===== src/rtl/commit_trap_ctrl_pkg.sv =====
// -----------------------------------------------------------------------------
// commit_trap_ctrl_pkg
// Shared definitions for the commit-side trap controller: FSM state encoding,
// machine interrupt cause codes, the mcause interrupt-bit index, pending-line
// bit positions and a helper that builds an mcause word.
// -----------------------------------------------------------------------------
package commit_trap_ctrl_pkg;

    typedef enum logic [1:0] {
        ST_RUN   = 2'd0,
        ST_FLUSH = 2'd1,
        ST_WFI   = 2'd2
    } state_e;

    // Machine interrupt cause codes.
    localparam logic [3:0] IRQ_MEI = 4'd11;
    localparam logic [3:0] IRQ_MSI = 4'd3;
    localparam logic [3:0] IRQ_MTI = 4'd7;

    localparam int MCAUSE_INT_BIT = 31;

    // Bit positions inside the {eip,tip,sip} pending/enable vectors.
    localparam int IRQ_SIP_BIT = 0;
    localparam int IRQ_TIP_BIT = 1;
    localparam int IRQ_EIP_BIT = 2;

    // {interrupt, 27'b0, code[3:0]}
    function automatic logic [31:0] make_mcause(input logic is_int, input logic [3:0] code);
        logic [31:0] v;
        v                 = 32'd0;
        v[MCAUSE_INT_BIT] = is_int;
        v[3:0]            = code;
        return v;
    endfunction

endpackage


===== src/rtl/commit_trap_ctrl_irq_prio_enc.sv =====
// -----------------------------------------------------------------------------
// commit_trap_ctrl_irq_prio_enc
// Combinational priority encoder for the active (pending & enabled) machine
// interrupts. Priority: external (11) > software (3) > timer (7).
// Ports:
//   i_irq_act  in  3  {eip,tip,sip} already masked by the enables
//   o_any      out 1  at least one interrupt is active
//   o_code     out 4  cause code of the winning interrupt (don't care if !o_any)
// -----------------------------------------------------------------------------
module commit_trap_ctrl_irq_prio_enc
    import commit_trap_ctrl_pkg::*;
(
    input  logic [2:0] i_irq_act,
    output logic       o_any,
    output logic [3:0] o_code
);

    assign o_any = |i_irq_act;

    // Timer is the fall-through: it is only reported when neither eip nor sip is set.
    always_comb begin
        o_code = IRQ_MTI;
        if (i_irq_act[IRQ_EIP_BIT]) begin
            o_code = IRQ_MEI;
        end else if (i_irq_act[IRQ_SIP_BIT]) begin
            o_code = IRQ_MSI;
        end
    end

endmodule


===== src/rtl/commit_trap_ctrl.sv =====
// -----------------------------------------------------------------------------
// commit_trap_ctrl
// Consumer side of the ROB commit interface. Takes machine-mode exceptions,
// interrupts, mret returns and WFI sleeps; drives the flush (trapped) and
// sleep stall (wfi_ctrl) back to rename/commit and redirects fetch.
// Owns mepc, mcause, mstatus.MIE and mstatus.MPIE. All outputs are registered.
// Ports:
//   clk, reset              clock; asynchronous active-low reset
//   rob_commit_valid        a ROB line commits this cycle
//   rob_cm_exp/mret/wfi     kind of the committing line
//   rob_cm_ecause [3:0]     exception cause
//   rob_cm_exp_pc           pc of the committing line
//   rob_cm_next_pc          architectural next pc of the committing line
//   mtvec_in                trap vector base (direct mode, bits [1:0] ignored)
//   irq_pending/irq_enable  {eip,tip,sip} / {meie,mtie,msie}
//   trapped                 flush request, held FLUSH_CYCLES cycles
//   wfi_ctrl                stall while sleeping in WFI
//   redirect_valid/_pc      one-cycle fetch restart pulse and address
//   mepc_out, mcause_out    CSR values
//   mstatus_mie_out         mstatus.MIE
// -----------------------------------------------------------------------------
module commit_trap_ctrl
    import commit_trap_ctrl_pkg::*;
#(
    parameter int PC_WIDTH        = 32,
    parameter int FLUSH_CYCLES    = 2,
    parameter int FLUSH_CNT_WIDTH = 2
) (
    input  logic                clk,
    input  logic                reset,
    input  logic                rob_commit_valid,
    input  logic                rob_cm_exp,
    input  logic                rob_cm_mret,
    input  logic                rob_cm_wfi,
    input  logic [3:0]          rob_cm_ecause,
    input  logic [PC_WIDTH-1:0] rob_cm_exp_pc,
    input  logic [PC_WIDTH-1:0] rob_cm_next_pc,
    input  logic [PC_WIDTH-1:0] mtvec_in,
    input  logic [2:0]          irq_pending,
    input  logic [2:0]          irq_enable,
    output logic                trapped,
    output logic                wfi_ctrl,
    output logic                redirect_valid,
    output logic [PC_WIDTH-1:0] redirect_pc,
    output logic [PC_WIDTH-1:0] mepc_out,
    output logic [31:0]         mcause_out,
    output logic                mstatus_mie_out
);

    localparam logic [FLUSH_CNT_WIDTH-1:0] FLUSH_LAST = FLUSH_CNT_WIDTH'(FLUSH_CYCLES - 1);

    state_e                     r_state,          w_state_nxt;
    logic [FLUSH_CNT_WIDTH-1:0] r_flush_cnt,      w_flush_cnt_nxt;
    logic                       r_trapped,        w_trapped_nxt;
    logic                       r_wfi_ctrl,       w_wfi_ctrl_nxt;
    logic                       r_redirect_valid, w_redirect_valid_nxt;
    logic [PC_WIDTH-1:0]        r_redirect_pc,    w_redirect_pc_nxt;
    logic [PC_WIDTH-1:0]        r_wfi_npc,        w_wfi_npc_nxt;
    logic [PC_WIDTH-1:0]        r_mepc,           w_mepc_nxt;
    logic [31:0]                r_mcause,         w_mcause_nxt;
    logic                       r_mie,            w_mie_nxt;
    logic                       r_mpie,           w_mpie_nxt;

    logic                       w_irq_any;
    logic [3:0]                 w_irq_code;
    logic [PC_WIDTH-1:0]        w_trap_vec;

    // Direct mode: the low two bits of mtvec are mode bits, never part of the vector.
    assign w_trap_vec = mtvec_in & {{(PC_WIDTH-2){1'b1}}, 2'b00};

    commit_trap_ctrl_irq_prio_enc u_irq_prio_enc (
        .i_irq_act (irq_pending & irq_enable),
        .o_any     (w_irq_any),
        .o_code    (w_irq_code)
    );

    always_comb begin
        // NOTE: every next-state signal gets a hold/default value first so no path leaves it unassigned (no latches).
        w_state_nxt          = r_state;
        w_flush_cnt_nxt      = r_flush_cnt;
        w_trapped_nxt        = r_trapped;
        w_wfi_ctrl_nxt       = r_wfi_ctrl;
        w_redirect_valid_nxt = 1'b0;
        w_redirect_pc_nxt    = r_redirect_pc;
        w_wfi_npc_nxt        = r_wfi_npc;
        w_mepc_nxt           = r_mepc;
        w_mcause_nxt         = r_mcause;
        w_mie_nxt            = r_mie;
        w_mpie_nxt           = r_mpie;

        unique case (r_state)
            ST_RUN: begin
                if (rob_commit_valid) begin
                    if (rob_cm_exp) begin
                        w_mepc_nxt           = rob_cm_exp_pc;
                        w_mcause_nxt         = make_mcause(1'b0, rob_cm_ecause);
                        w_mpie_nxt           = r_mie;
                        w_mie_nxt            = 1'b0;
                        w_redirect_pc_nxt    = w_trap_vec;
                        w_redirect_valid_nxt = 1'b1;
                        w_trapped_nxt        = 1'b1;
                        w_flush_cnt_nxt      = '0;
                        w_state_nxt          = ST_FLUSH;
                    end else if (rob_cm_mret) begin
                        w_mie_nxt            = r_mpie;
                        w_mpie_nxt           = 1'b1;
                        w_redirect_pc_nxt    = r_mepc;
                        w_redirect_valid_nxt = 1'b1;
                        w_trapped_nxt        = 1'b1;
                        w_flush_cnt_nxt      = '0;
                        w_state_nxt          = ST_FLUSH;
                    end else if (rob_cm_wfi) begin
                        w_wfi_npc_nxt  = rob_cm_next_pc;
                        w_wfi_ctrl_nxt = 1'b1;
                        w_state_nxt    = ST_WFI;
                    end else if (r_mie && w_irq_any) begin
                        // Interrupt is taken after the committing instruction retires.
                        w_mepc_nxt           = rob_cm_next_pc;
                        w_mcause_nxt         = make_mcause(1'b1, w_irq_code);
                        w_mpie_nxt           = r_mie;
                        w_mie_nxt            = 1'b0;
                        w_redirect_pc_nxt    = w_trap_vec;
                        w_redirect_valid_nxt = 1'b1;
                        w_trapped_nxt        = 1'b1;
                        w_flush_cnt_nxt      = '0;
                        w_state_nxt          = ST_FLUSH;
                    end
                end
            end
            ST_FLUSH: begin
                // Commits are ignored here, including on the exit edge.
                if (r_flush_cnt == FLUSH_LAST) begin
                    w_trapped_nxt   = 1'b0;
                    w_flush_cnt_nxt = '0;
                    w_state_nxt     = ST_RUN;
                end else begin
                    w_flush_cnt_nxt = r_flush_cnt + FLUSH_CNT_WIDTH'(1);
                end
            end
            ST_WFI: begin
                // Wake on any enabled pending line; MIE only decides whether to trap.
                if (w_irq_any) begin
                    w_wfi_ctrl_nxt = 1'b0;
                    if (r_mie) begin
                        w_mepc_nxt           = r_wfi_npc;
                        w_mcause_nxt         = make_mcause(1'b1, w_irq_code);
                        w_mpie_nxt           = r_mie;
                        w_mie_nxt            = 1'b0;
                        w_redirect_pc_nxt    = w_trap_vec;
                        w_redirect_valid_nxt = 1'b1;
                        w_trapped_nxt        = 1'b1;
                        w_flush_cnt_nxt      = '0;
                        w_state_nxt          = ST_FLUSH;
                    end else begin
                        w_state_nxt = ST_RUN;
                    end
                end
            end
            default: begin
                w_state_nxt = ST_RUN;
            end
        endcase
    end

    // NOTE: sequential state uses non-blocking assignments only; every register here is control/CSR state and is reset.
    always_ff @(posedge clk or negedge reset) begin
        if (!reset) begin
            r_state          <= ST_RUN;
            r_flush_cnt      <= '0;
            r_trapped        <= 1'b0;
            r_wfi_ctrl       <= 1'b0;
            r_redirect_valid <= 1'b0;
            r_redirect_pc    <= '0;
            r_wfi_npc        <= '0;
            r_mepc           <= '0;
            r_mcause         <= '0;
            r_mie            <= 1'b0;
            r_mpie           <= 1'b0;
        end else begin
            r_state          <= w_state_nxt;
            r_flush_cnt      <= w_flush_cnt_nxt;
            r_trapped        <= w_trapped_nxt;
            r_wfi_ctrl       <= w_wfi_ctrl_nxt;
            r_redirect_valid <= w_redirect_valid_nxt;
            r_redirect_pc    <= w_redirect_pc_nxt;
            r_wfi_npc        <= w_wfi_npc_nxt;
            r_mepc           <= w_mepc_nxt;
            r_mcause         <= w_mcause_nxt;
            r_mie            <= w_mie_nxt;
            r_mpie           <= w_mpie_nxt;
        end
    end

    assign trapped         = r_trapped;
    assign wfi_ctrl        = r_wfi_ctrl;
    assign redirect_valid  = r_redirect_valid;
    assign redirect_pc     = r_redirect_pc;
    assign mepc_out        = r_mepc;
    assign mcause_out      = r_mcause;
    assign mstatus_mie_out = r_mie;

endmodule


===== config.mk =====
export PLATFORM = sky130hd
export DESIGN_NAME = commit_trap_ctrl
export DESIGN_NICKNAME = d
export VERILOG_FILES = /design/src/rtl/commit_trap_ctrl_pkg.sv /design/src/rtl/commit_trap_ctrl_irq_prio_enc.sv /design/src/rtl/commit_trap_ctrl.sv
export SDC_FILE = /design/constraint.sdc
export NUM_CORES = 1
export LEC_CHECK = 0
export BUFFER_PORTS_ARGS = -buffer_cell sky130_fd_sc_hd__buf_2
export CORE_MARGIN = 2
export CORE_UTILIZATION = 45
export DETAILED_ROUTE_END_ITERATION = 8
export GPL_ROUTABILITY_DRIVEN = 0
export MAX_ROUTING_LAYER = met4
export PLACE_DENSITY = 0.7
export SETUP_SLACK_MARGIN = 0.2
export SLEW_MARGIN = 25
export SYNTH_ARGS = -nofsm -noshare
export SYNTH_HDL_FRONTEND = slang
export SYNTH_SLANG_ARGS = --single-unit

===== constraint.sdc =====
create_clock -name clk -period 2.3 [get_ports clk]
set_clock_uncertainty 0.2 [all_clocks]
set_input_delay 0.69 -clock clk [delete_from_list [all_inputs] [get_ports clk]]
set_output_delay 0.69 -clock clk [all_outputs]
set_load 0.1 [all_outputs]

==> metrics.md, run 1 <==
| Metric | Value |
|---|---|
| Outcome | finished, final reports clean |
| Synthesized area | 0.005715 mm² |
| DP HPWL | 9.784 mm |
| Row count | 41 |
| Vias | 4207 |
| Synth warn | 0 |
| Asr flop ratio synth | 100.0% |
| Clock Tree Buf Depth | 2 |
| Crit-path cells | buf_2 |
| Setup slack at placement | -0.08541 ns |
| GRT Residual Overflow | 0 |
| CTS clock-pin slew for the worst setup and hold paths | 0.07 ns |
| Final setup vio count | 0 |
| Maximum number of pins on one net before global-route repair | 57 |
| Share of the synthesized area in the top cell type | 48.16% |
| Register bit total from synthesis | 110 |
| Core Area | 0.01252 mm² |
| CTS HTree Levels | 3 |
| Initial antenna violation count | 0 |
| Synth area leaders | dfrtp_1 (48%), mux2i_1 (12%), mux2_2 (7.9%), mux2_4 (7.4%), nand2_1 (4.9%) |
| Crit path max fanout | 3 |
| Fin crit period | 2.073 ns |
| Ports | 212 |
| CP peak stage delay | 0.44 ns |
| Number of max-slew violations in the final report | 0 |
| Crit share post-route | 90.14% |
| Hold Fails Final Rpt | 0 |
| Worst Setup Path Type | flip-flop to output port |
| Syn-to-layout area delta | 25.42% |
| Die area | 0.01362 mm² |
| Crit. End Element | output port |
| Syn Area/Cell | 11.69 µm² |
| EDFF count, synth | 0 |
| CTS tree | yes |
| Critical Path RT | 1.41 ns |
| Port Buf Inserts | 182 |
| Unique masters post-synth | 40 |
| Die Height | 116.7 µm |
| Initial DRT Pass Iterations | 4 |
| Seq/Total Area, Yosys | 48.16% |
| TritonCTS Sinks | 110 |
| 1st-iter DRT viols | 185 |
| Main synth FF type | dfrtp_1 |
| Antenna Nets Post-Route | 0 |
| Post-Synthesis Cells | 489 |
| Slowest cell on the critical path | buf_2 |
| Crit path launch type | flip-flop |
| Clock latency at the later pin of the worst-skew pair | 0.35 ns |
| Unrepaired setup endpoints after global routing | yes |
| CTS buffer count | 9 |
| Wirelength per Cell | 15.52 µm |
| MaxCap Viol Count | 0 |
| Overall routing resource usage | 20.37% |
| CP bufs+invs | 1 |
| N_diodes | 0 |
| Via density | 4.932 |
| Fraction of layout cells with a size suffix above 1 | 45.37% |
| Drt drc | 0 |
| Hold_ws | 0.2714 ns |
| Util after Layout | 57.27% |
| CP delay by family, top | buffers and inverters |
| Initial core utilization | 45.66% |
| Final worst setup slack | 0.2267 ns |
| Achievable frequency | 482.3 MHz |
| Root Driver | clkbuf_16 |
| WL final | 13.24 mm |
| Worst hold path type | flip-flop to flip-flop |
| Die span in x | 116.7 µm |
| Final #Nets | 788 |
| CP arrival | 1.18 ns |
| First-pass GRT wire length | 20.50 mm |
| Vias in the first global route | 4107 |
| Area leader, netlist | dfrtp_1 |
[final cells by class]
type | count | area (µm²)
clock buffer | 9 | 225.2
clock inverter | 7 | 121.4
fill | 1093 | 5349
inverter | 7 | 26.28
multi-input combinational | 341 | 2580
sequential | 110 | 2756
tap | 172 | 215.2
timing repair buffer | 207 | 1244
[final timing paths]
| path | to | start | slack (ns) | depth (start not counted) |
|---|---|---|---|---|
| worst max register to register | mepc_out[5] | r_state[1] | 0.29 | 6 |
| max in group asynchronous | mepc_out[23] | reset | 0.80 | 3 |
| worst max-delay path | mepc_out[5] | mepc_out[5] | 0.23 | 1 |
| worst min-delay path | redirect_pc[10] | redirect_pc[10] | 0.27 | 2 |
| worst min register to register | redirect_pc[10] | redirect_pc[10] | 0.27 | 2 |
| min in group asynchronous | mepc_out[7] | reset | 0.53 | 2 |
[cells by family after synthesis]
logic type	count (synthesis)	share of synthesized area, %
buffers and inverters	64	8.582
muxes	134	26.79
other	1	0.06561
AOI/OAI and AO/OA	84	8.888
and+or+nand+nor	96	7.509
DFF	110	48.16
[sequential cells by signal, summed over array words and instances, names as in the netlist, 2 cells and up]
signal	count
mepc_out	32
r_flush_cnt	2
mcause_out	5
r_state	2
redirect_pc	32
r_wfi_npc	32
[cell usage after synthesis, types with 2 or more instances]
| cell type | n |
|---|---|
| buf_6 | 3 |
| inv_1 | 7 |
| o21ai_1 | 3 |
| buf_8 | 3 |
| buf_12 | 4 |
| a21oi_1 | 4 |
| buf_4 | 30 |
| buf_2 | 8 |
| clkbuf_1 | 6 |
| nand2b_1 | 2 |
| mux2_4 | 28 |
| o21ai_2 | 9 |
| nand3_1 | 2 |
| mux2_2 | 40 |
| or3_1 | 2 |
| nor2_1 | 8 |
| o21bai_1 | 3 |
| clkbuf_2 | 2 |
| mux2i_1 | 66 |
| dfrtp_1 | 110 |
| o21ai_0 | 55 |
| a21o_1 | 2 |
| nand2_1 | 75 |
[per-stage QoR]
| stage | TNS (ns) | cell area (µm²) | instances |
|---|---|---|---|
| floorplan | 0 | 5846 | 515 |
| global placement | -2.864 | 6743 | 836 |
| detailed placement | -2.876 | 6743 | 836 |
| CTS | 0 | 7117 | 853 |
| global route | 0 | 7168 | 853 |
| finish | 0 | 7168 | 853 |
[what timing repair did]
item / CTS / global route
hold endpoints to repair: 13 / 0
hold buffers: 1 / 0
setup buffers: 0 / 0
gates resized for setup: 7 / 20
setup endpoints to repair: 7 / 21
[cells in the final DEF (no fill, tap or decap), types with 3 or more instances in the layout]
cell type  count
nor2_1         8
conb_1        27
buf_4         26
o21ai_0       55
clkbuf_16      9
o21ai_1        3
bufinv_16      3
nand2_1       75
clkbuf_4      19
inv_1          7
mux2i_1       66
buf_12         6
mux2_2        40
o21ai_2        9
dfrtp_1      109
mux2_4        28
buf_2        155
a21oi_1        4
[routing by layer]
| metal | up-vias | part of all wire, % | wire (µm) | track usage [%] |
|---|---|---|---|---|
| met5 | - | 0 | 0 | - |
| met4 | 0 | 2.3 | 303 | 9.176 |
| met3 | 20 | 4.0 | 534 | 3.321 |
| met2 | 118 | 51 | 6715 | 32.56 |
| met1 | 2054 | 43 | 5681 | 25.53 |
| li1 | 2015 | - | - | - |
Power of run 1 is not shown: default switching activity piles up to over one toggle a cycle in this logic, so the estimate is an artifact.
==> inputs of run 2 (changes only) <==
- CORE_UTILIZATION: 45 -> 50
- PLACE_DENSITY: 0.7 -> 0.77
==> run 2 against run 1 <==
Sequential cell count unchanged. Cell area up 1.5%. Sequential share of layout area is 0.58 points lower. Global-route usage rose by 1.7 points. Core utilization increased by 7.3 points. Cell count is 2.5% lower. Highest routed layer unchanged.
==> metrics.md, run 2 (same netlist as run 1, synthesis figures left out) <==
| Metric | Value |
|---|---|
| N_diodes | 0 |
| Die area | 0.01230 mm² |
| DP HPWL | 9.721 mm |
| CTS HTree Levels | 3 |
| Fraction of layout cells with a size suffix above 1 | 45.86% |
| Core Area | 0.01127 mm² |
| Slowest cell on the critical path | dfrtp_1 |
| Maximum number of pins on one net before global-route repair | 60 |
| First-pass GRT wire length | 21.36 mm |
| Crit-path cells | buf_4 > o21bai_2 > or3_1 > o31a_4 > buf_12 > clkbuf_16 > nand2_1 > o21ai_2 |
| Row count | 39 |
| Crit path max fanout | 11 |
| MaxCap Viol Count | 0 |
| CTS tree | yes |
| CP arrival | 2.11 ns |
| Drt drc | 0 |
| Most frequent cells in the layout | buf_2 (163), dfrtp_1 (109), nand2_1 (75) |
| WL final | 13.25 mm |
| Crit path launch type | flip-flop |
| CTS clock-pin slew for the worst setup and hold paths | 0.07 ns |
| Initial DRT Pass Iterations | 4 |
| Critical Path RT | 2.33 ns |
| Number of max-slew violations in the final report | 0 |
| CP peak stage delay | 0.38 ns |
| CP delay by family, top | buffers and inverters |
| Port Buf Inserts | 182 |
| Vias | 4303 |
| Ports | 212 |
| CTS buffer count | 9 |
| Antenna Nets Post-Route | 0 |
| Via density | 5.172 |
| Worst hold path type | flip-flop to flip-flop |
| Layout fillers | 858 |
| Initial core utilization | 50.70% |
| Commonest non-fill, non-tap cell in the layout | buf_2 |
| Crit. End Element | flip-flop |
| Achievable frequency | 481.2 MHz |
| Vias in the first global route | 4386 |
| Unrepaired setup endpoints after global routing | no |
| Wirelength per Cell | 15.92 µm |
| CP bufs+invs | 3 |
| Overall routing resource usage | 22.04% |
| Final #Nets | 797 |
| DP Area | 0.006751 mm² |
| TritonCTS Sinks | 110 |
| Fin crit period | 2.078 ns |
| Initial antenna violation count | 0 |
| Die Height | 110.9 µm |
| Die span in x | 110.9 µm |
| Clock Tree Buf Depth | 2 |
| Hold Fails Final Rpt | 0 |
| Post-layout instance area | 0.007277 mm² |
| Root Driver | clkbuf_16 |
| Final setup vio count | 0 |
| GRT Residual Overflow | 0 |
| Outcome | finished, final reports clean |
| Syn-to-layout area delta | 27.32% |
| Clock latency at the later pin of the worst-skew pair | 0.34 ns |
| Worst Setup Path Type | flip-flop to flip-flop |
| 1st-iter DRT viols | 209 |
| Crit share post-route | 90.35% |
==> run 2: cell count changes in the layout (fill, tap and decap cells not counted), moves of 2 or more <==
cell       delta
buf_12        +4
buf_2         +8
buf_4         -4
clkbuf_1      +2
clkbuf_16     +4
clkbuf_4      -3
==> run 2: area by class of cell <==
cell class                 count  area, µm²  share of cell area, %
sequential                   110       2756                  37.88
multi-input combinational    341       2589                  35.57
timing repair buffer         216       1411                  19.39
clock buffer                  12      246.5                  3.387
tap                          143      178.9                  2.459
clock inverter                 3      68.82                 0.9457
inverter                       7      26.28                 0.3611
==> run 2: worst register-to-register path, stage by stage, from the launching register on <==
cell	delay [ns]
dfrtp_1	0.38
buf_4	0.18
o21bai_2	0.23
or3_1	0.36
o31a_4	0.15
buf_12	0.16
clkbuf_16	0.17
nand2_1	0.09
o21ai_2	0.05
==> run 2: repair_timing <==
action	CTS	global route
pin swaps	0	1
gates cloned	0	4
gates resized for setup	2	20
endpoints found under the setup margin	2	41
buffers inserted	0	4
hold endpoints to repair	9	0
hold buffers	1	0
==> run 2: final timing paths <==
check,slack (ns),startpoint,depth (start not counted),endpoint
max,0.22,r_state[0],8,r_mpie
min,0.27,redirect_pc[3],2,redirect_pc[3]
max reg2reg,0.22,r_state[0],8,r_mpie
min reg2reg,0.27,redirect_pc[3],2,redirect_pc[3]
max in group asynchronous,0.79,reset,3,redirect_pc[0]
min in group asynchronous,0.54,reset,2,redirect_pc[19]
==> run 2: routing by layer <==
metal / track usage (%) / up-vias / wire [µm] / part of all wire (%)
met2: 36.89 / 150 / 6674 / 50
met3: 3.554 / 20 / 711 / 5.4
met4: 7.167 / 0 / 235 / 1.8
li1: - / 2023 / - / -
met5: - / - / 0 / 0
met1: 27.57 / 2110 / 5626 / 42
==> run 2: per-stage QoR <==
stage / TNS, ns / std cells / util [%] / setup WS, ns / hold WS (ns)
global placement: -1.012 / 808 / 59.90 / -0.03621 / 0.2559
finish: 0 / 832 / 64.56 / 0.2220 / 0.2737
CTS: 0 / 824 / 62.83 / 0.2013 / 0.2793
floorplan: 0 / 515 / - / 0.04912 / 0.1944
global route: 0 / 832 / 64.56 / 0.1439 / 0.2972
detailed placement: -2.993 / 808 / 59.90 / -0.08042 / 0.2648
Power of run 2 is left out for the same reason.
==> inputs of run 3 (changes only) <==
- ABC_AREA: unset -> 1
- CORE_UTILIZATION: 50 -> 45
- PLACE_DENSITY: 0.77 -> 0.73
- clock period: 2.3 -> 1.7 ns (I/O delays scaled with it)
==> run 3 against run 2 <==
The flow now finishes with violations (setup timing). Register-to-register slack lost 0.40 ns. Via count is 60% higher. Cell area up 41%. Highest routed layer unchanged.
==> metrics.md, run 3 <==
| Metric | Value |
|---|---|
| Outcome | finished, violations left |
| Failing checks | setup timing |
| Wirelength per Cell | 20.30 µm |
| Worst Setup Path Type | flip-flop to flip-flop |
| Multi-input gate area | 0.003322 mm² |
| PwrDens | 2175 mW/mm² |
| Worst hold path type | input port to flip-flop |
| Crit path max fanout | 8 |
| Row count | 41 |
| Drt drc | 0 |
| P_leak | 5.203 nW |
| Synth warn | 0 |
| GR Layer Usage met1 | 41.11% |
| Most frequent cells after synthesis | nand2_1 (413), dfrtp_1 (110), nand3_1 (77), nor2_1 (40), buf_4 (33) |
| Syn Area/Cell | 7.292 µm² |
| Hold_ws | 0.1533 ns |
| Maximum number of pins on one net before global-route repair | 70 |
| Fraction of layout cells with a size suffix above 1 | 49.86% |
| Initial antenna violation count | 0 |
| Asr flop ratio synth | 100.0% |
| Antenna Nets Post-Route | 0 |
| Area leader, netlist | dfrtp_1 |
| Main synth FF type | dfrtp_1 |
| CTS HTree Levels | 3 |
| WL final | 24.82 mm |
| 1st-iter DRT viols | 900 |
| CTS buffer count | 9 |
| Register bit total from synthesis | 110 |
| Hold Path Stages | 3 |
| Seq/Total Area, Yosys | 48.15% |
| Worst R2R Path Depth | 8 |
| Register Area | 0.002848 mm² |
| GRT Residual Overflow | 0 |
| Crit path launch type | flip-flop |
| Die span in x | 116.7 µm |
| Commonest non-fill, non-tap cell in the layout | nand2_1 |
| Clock latency at the later pin of the worst-skew pair | 0.37 ns |
| Via density | 5.620 |
| Port Buf Inserts | 182 |
| CTS clock-pin slew for the worst setup and hold paths | 0.08 ns |
| Crit share post-route | 110.3% |
| Initial DRT Pass Iterations | 5 |
| Most frequent cell after synthesis | nand2_1 |
| Final #Nets | 1158 |
| Crit. End Element | flip-flop |
| Syn-to-layout area delta | 79.95% |
| GR Layer Usage met2 | 46.82% |
| Achievable frequency | 533.4 MHz |
| Root Driver | clkbuf_16 |
| Synth area leaders | dfrtp_1 (48%), nand2_1 (27%), nand3_1 (6.7%), buf_4 (4.3%), a31oi_1 (3.5%) |
| Fin crit period | 1.875 ns |
| Initial core utilization | 45.67% |
| Core Area | 0.01252 mm² |
| TritonCTS Sinks | 110 |
| M3 GR Usage | 4.411% |
| Vias in the first global route | 5748 |
| MaxCap Viol Count | 0 |
| Unrepaired setup endpoints after global routing | yes |
| First-pass GRT wire length | 30.44 mm |
| Die Height | 116.7 µm |
| Vias | 6873 |
| Hold Fails Final Rpt | 0 |
| Overall routing resource usage | 30.40% |
| CP arrival | 1.97 ns |
| Layout fillers | 702 |
| Post-Synthesis Cells | 784 |
| GR peak layer | met2 |
| Share of the synthesized area in the top cell type | 48.15% |
| Clock Tree Buf Depth | 2 |
| Most frequent cells in the layout | nand2_1 (344), buf_2 (108), buf_12 (93) |
| Critical Path RT | 1.79 ns |
| Ports | 212 |
| Final setup vio count | 124 |
| Die area | 0.01362 mm² |
| Synthesized area | 0.005717 mm² |
| Util after Layout | 82.19% |
| Number of max-slew violations in the final report | 0 |
| Final worst setup slack | -0.1746 ns |
| Worst vdd ir | 0.0008068 V |
| EDFF count, synth | 0 |
| N_diodes | 0 |
| CTS tree | yes |
| Unique masters post-synth | 23 |
| DP HPWL | 12.32 mm |
-- run 3: changes by cell type in the layout (fill, tap and decap cells not counted), sizes merged, moves of 32 or more --
cell	delta
o21ai	-61
mux2	-68
nand2	+342
buf	+90
a31oi	+32
mux2i	-66
nand3	+76
nor2	+33
-- run 3: kinds of logic (layout without fill, tap and decap cells) --
family	Yosys count	count (layout)	synth area share [%]
AO/OA/AOI/OAI	40	40	4.333
flip-flops	110	110	48.15
AND/OR/NAND/NOR	542	542	38.17
buffers and inverters	91	332	9.280
other	1	27	0.06560
-- run 3: per-layer routing --
metal,part of all wire [%],vias to the layer above
li1,-,2955
met5,0,-
met4,5.0,0
met3,9.3,109
met2,49,521
met1,36,3288
-- run 3: worst paths after layout --
kind	startpoint	endpoint	slack, ns
max	r_state[1]	mepc_out[30]	-0.17
min	rob_cm_next_pc[12]	r_wfi_npc[12]	0.15
max reg2reg	r_state[1]	mepc_out[30]	-0.17
min reg2reg	r_wfi_npc[8]	r_wfi_npc[8]	0.28
max in group asynchronous	reset	redirect_pc[11]	0.45
min in group asynchronous	reset	r_wfi_npc[28]	0.46
-- run 3: cell type report --
type	count	area share [%]
flip-flops and latches	110	27.68
well taps	172	2.092
repair buffers	298	34.13
multi-input cells	609	32.29
clock inverters	7	0.7906
inverters	18	0.8270
clock buffers	9	2.189
-- run 3: critical path, stage by stage, from the launching register on --
cell and delay (ns):
dfrtp_1 0.39, inv_2 0.08, nor2_4 0.20, clkinv_4 0.17
buf_6 0.18, clkbuf_16 0.17, a31oi_2 0.18, nand3_1 0.11
nand2_1 0.11
-- run 3: metrics by stage --
stage / instance area [µm²] / total power [W] / cells / worst slack, ns / setup TNS, ns
after floorplan: 6065 / 0.01285 / 810 / 0.07132 / 0
after global placement: 8252 / 0.01751 / 1131 / -0.1440 / -8.672
after detailed placement: 8252 / 0.01772 / 1131 / -0.1709 / -10.61
after CTS: 9330 / 0.02100 / 1196 / -0.05668 / -0.2042
after global routing: 10290 / 0.02300 / 1223 / -0.2275 / -16.19
final: 10290 / 0.02237 / 1223 / -0.1746 / -10.09
-- run 3: timing repair --
action,4_1_cts,5_1_grt
gates resized for setup,63,129
hold buffers,1,0
setup endpoints to repair,182,182
hold endpoints to repair,51,0
buffers inserted,42,14
pin swaps,24,30
gates cloned,6,13
-- run 3: power breakdown --
group	internal (W)	switching [W]
registers	0.00400	0.00147
clock network	0.00116	0.00108
logic	0.00534	0.00931
total	0.0105	0.0119
No activity file was read; power rests on OpenSTA's default activity.
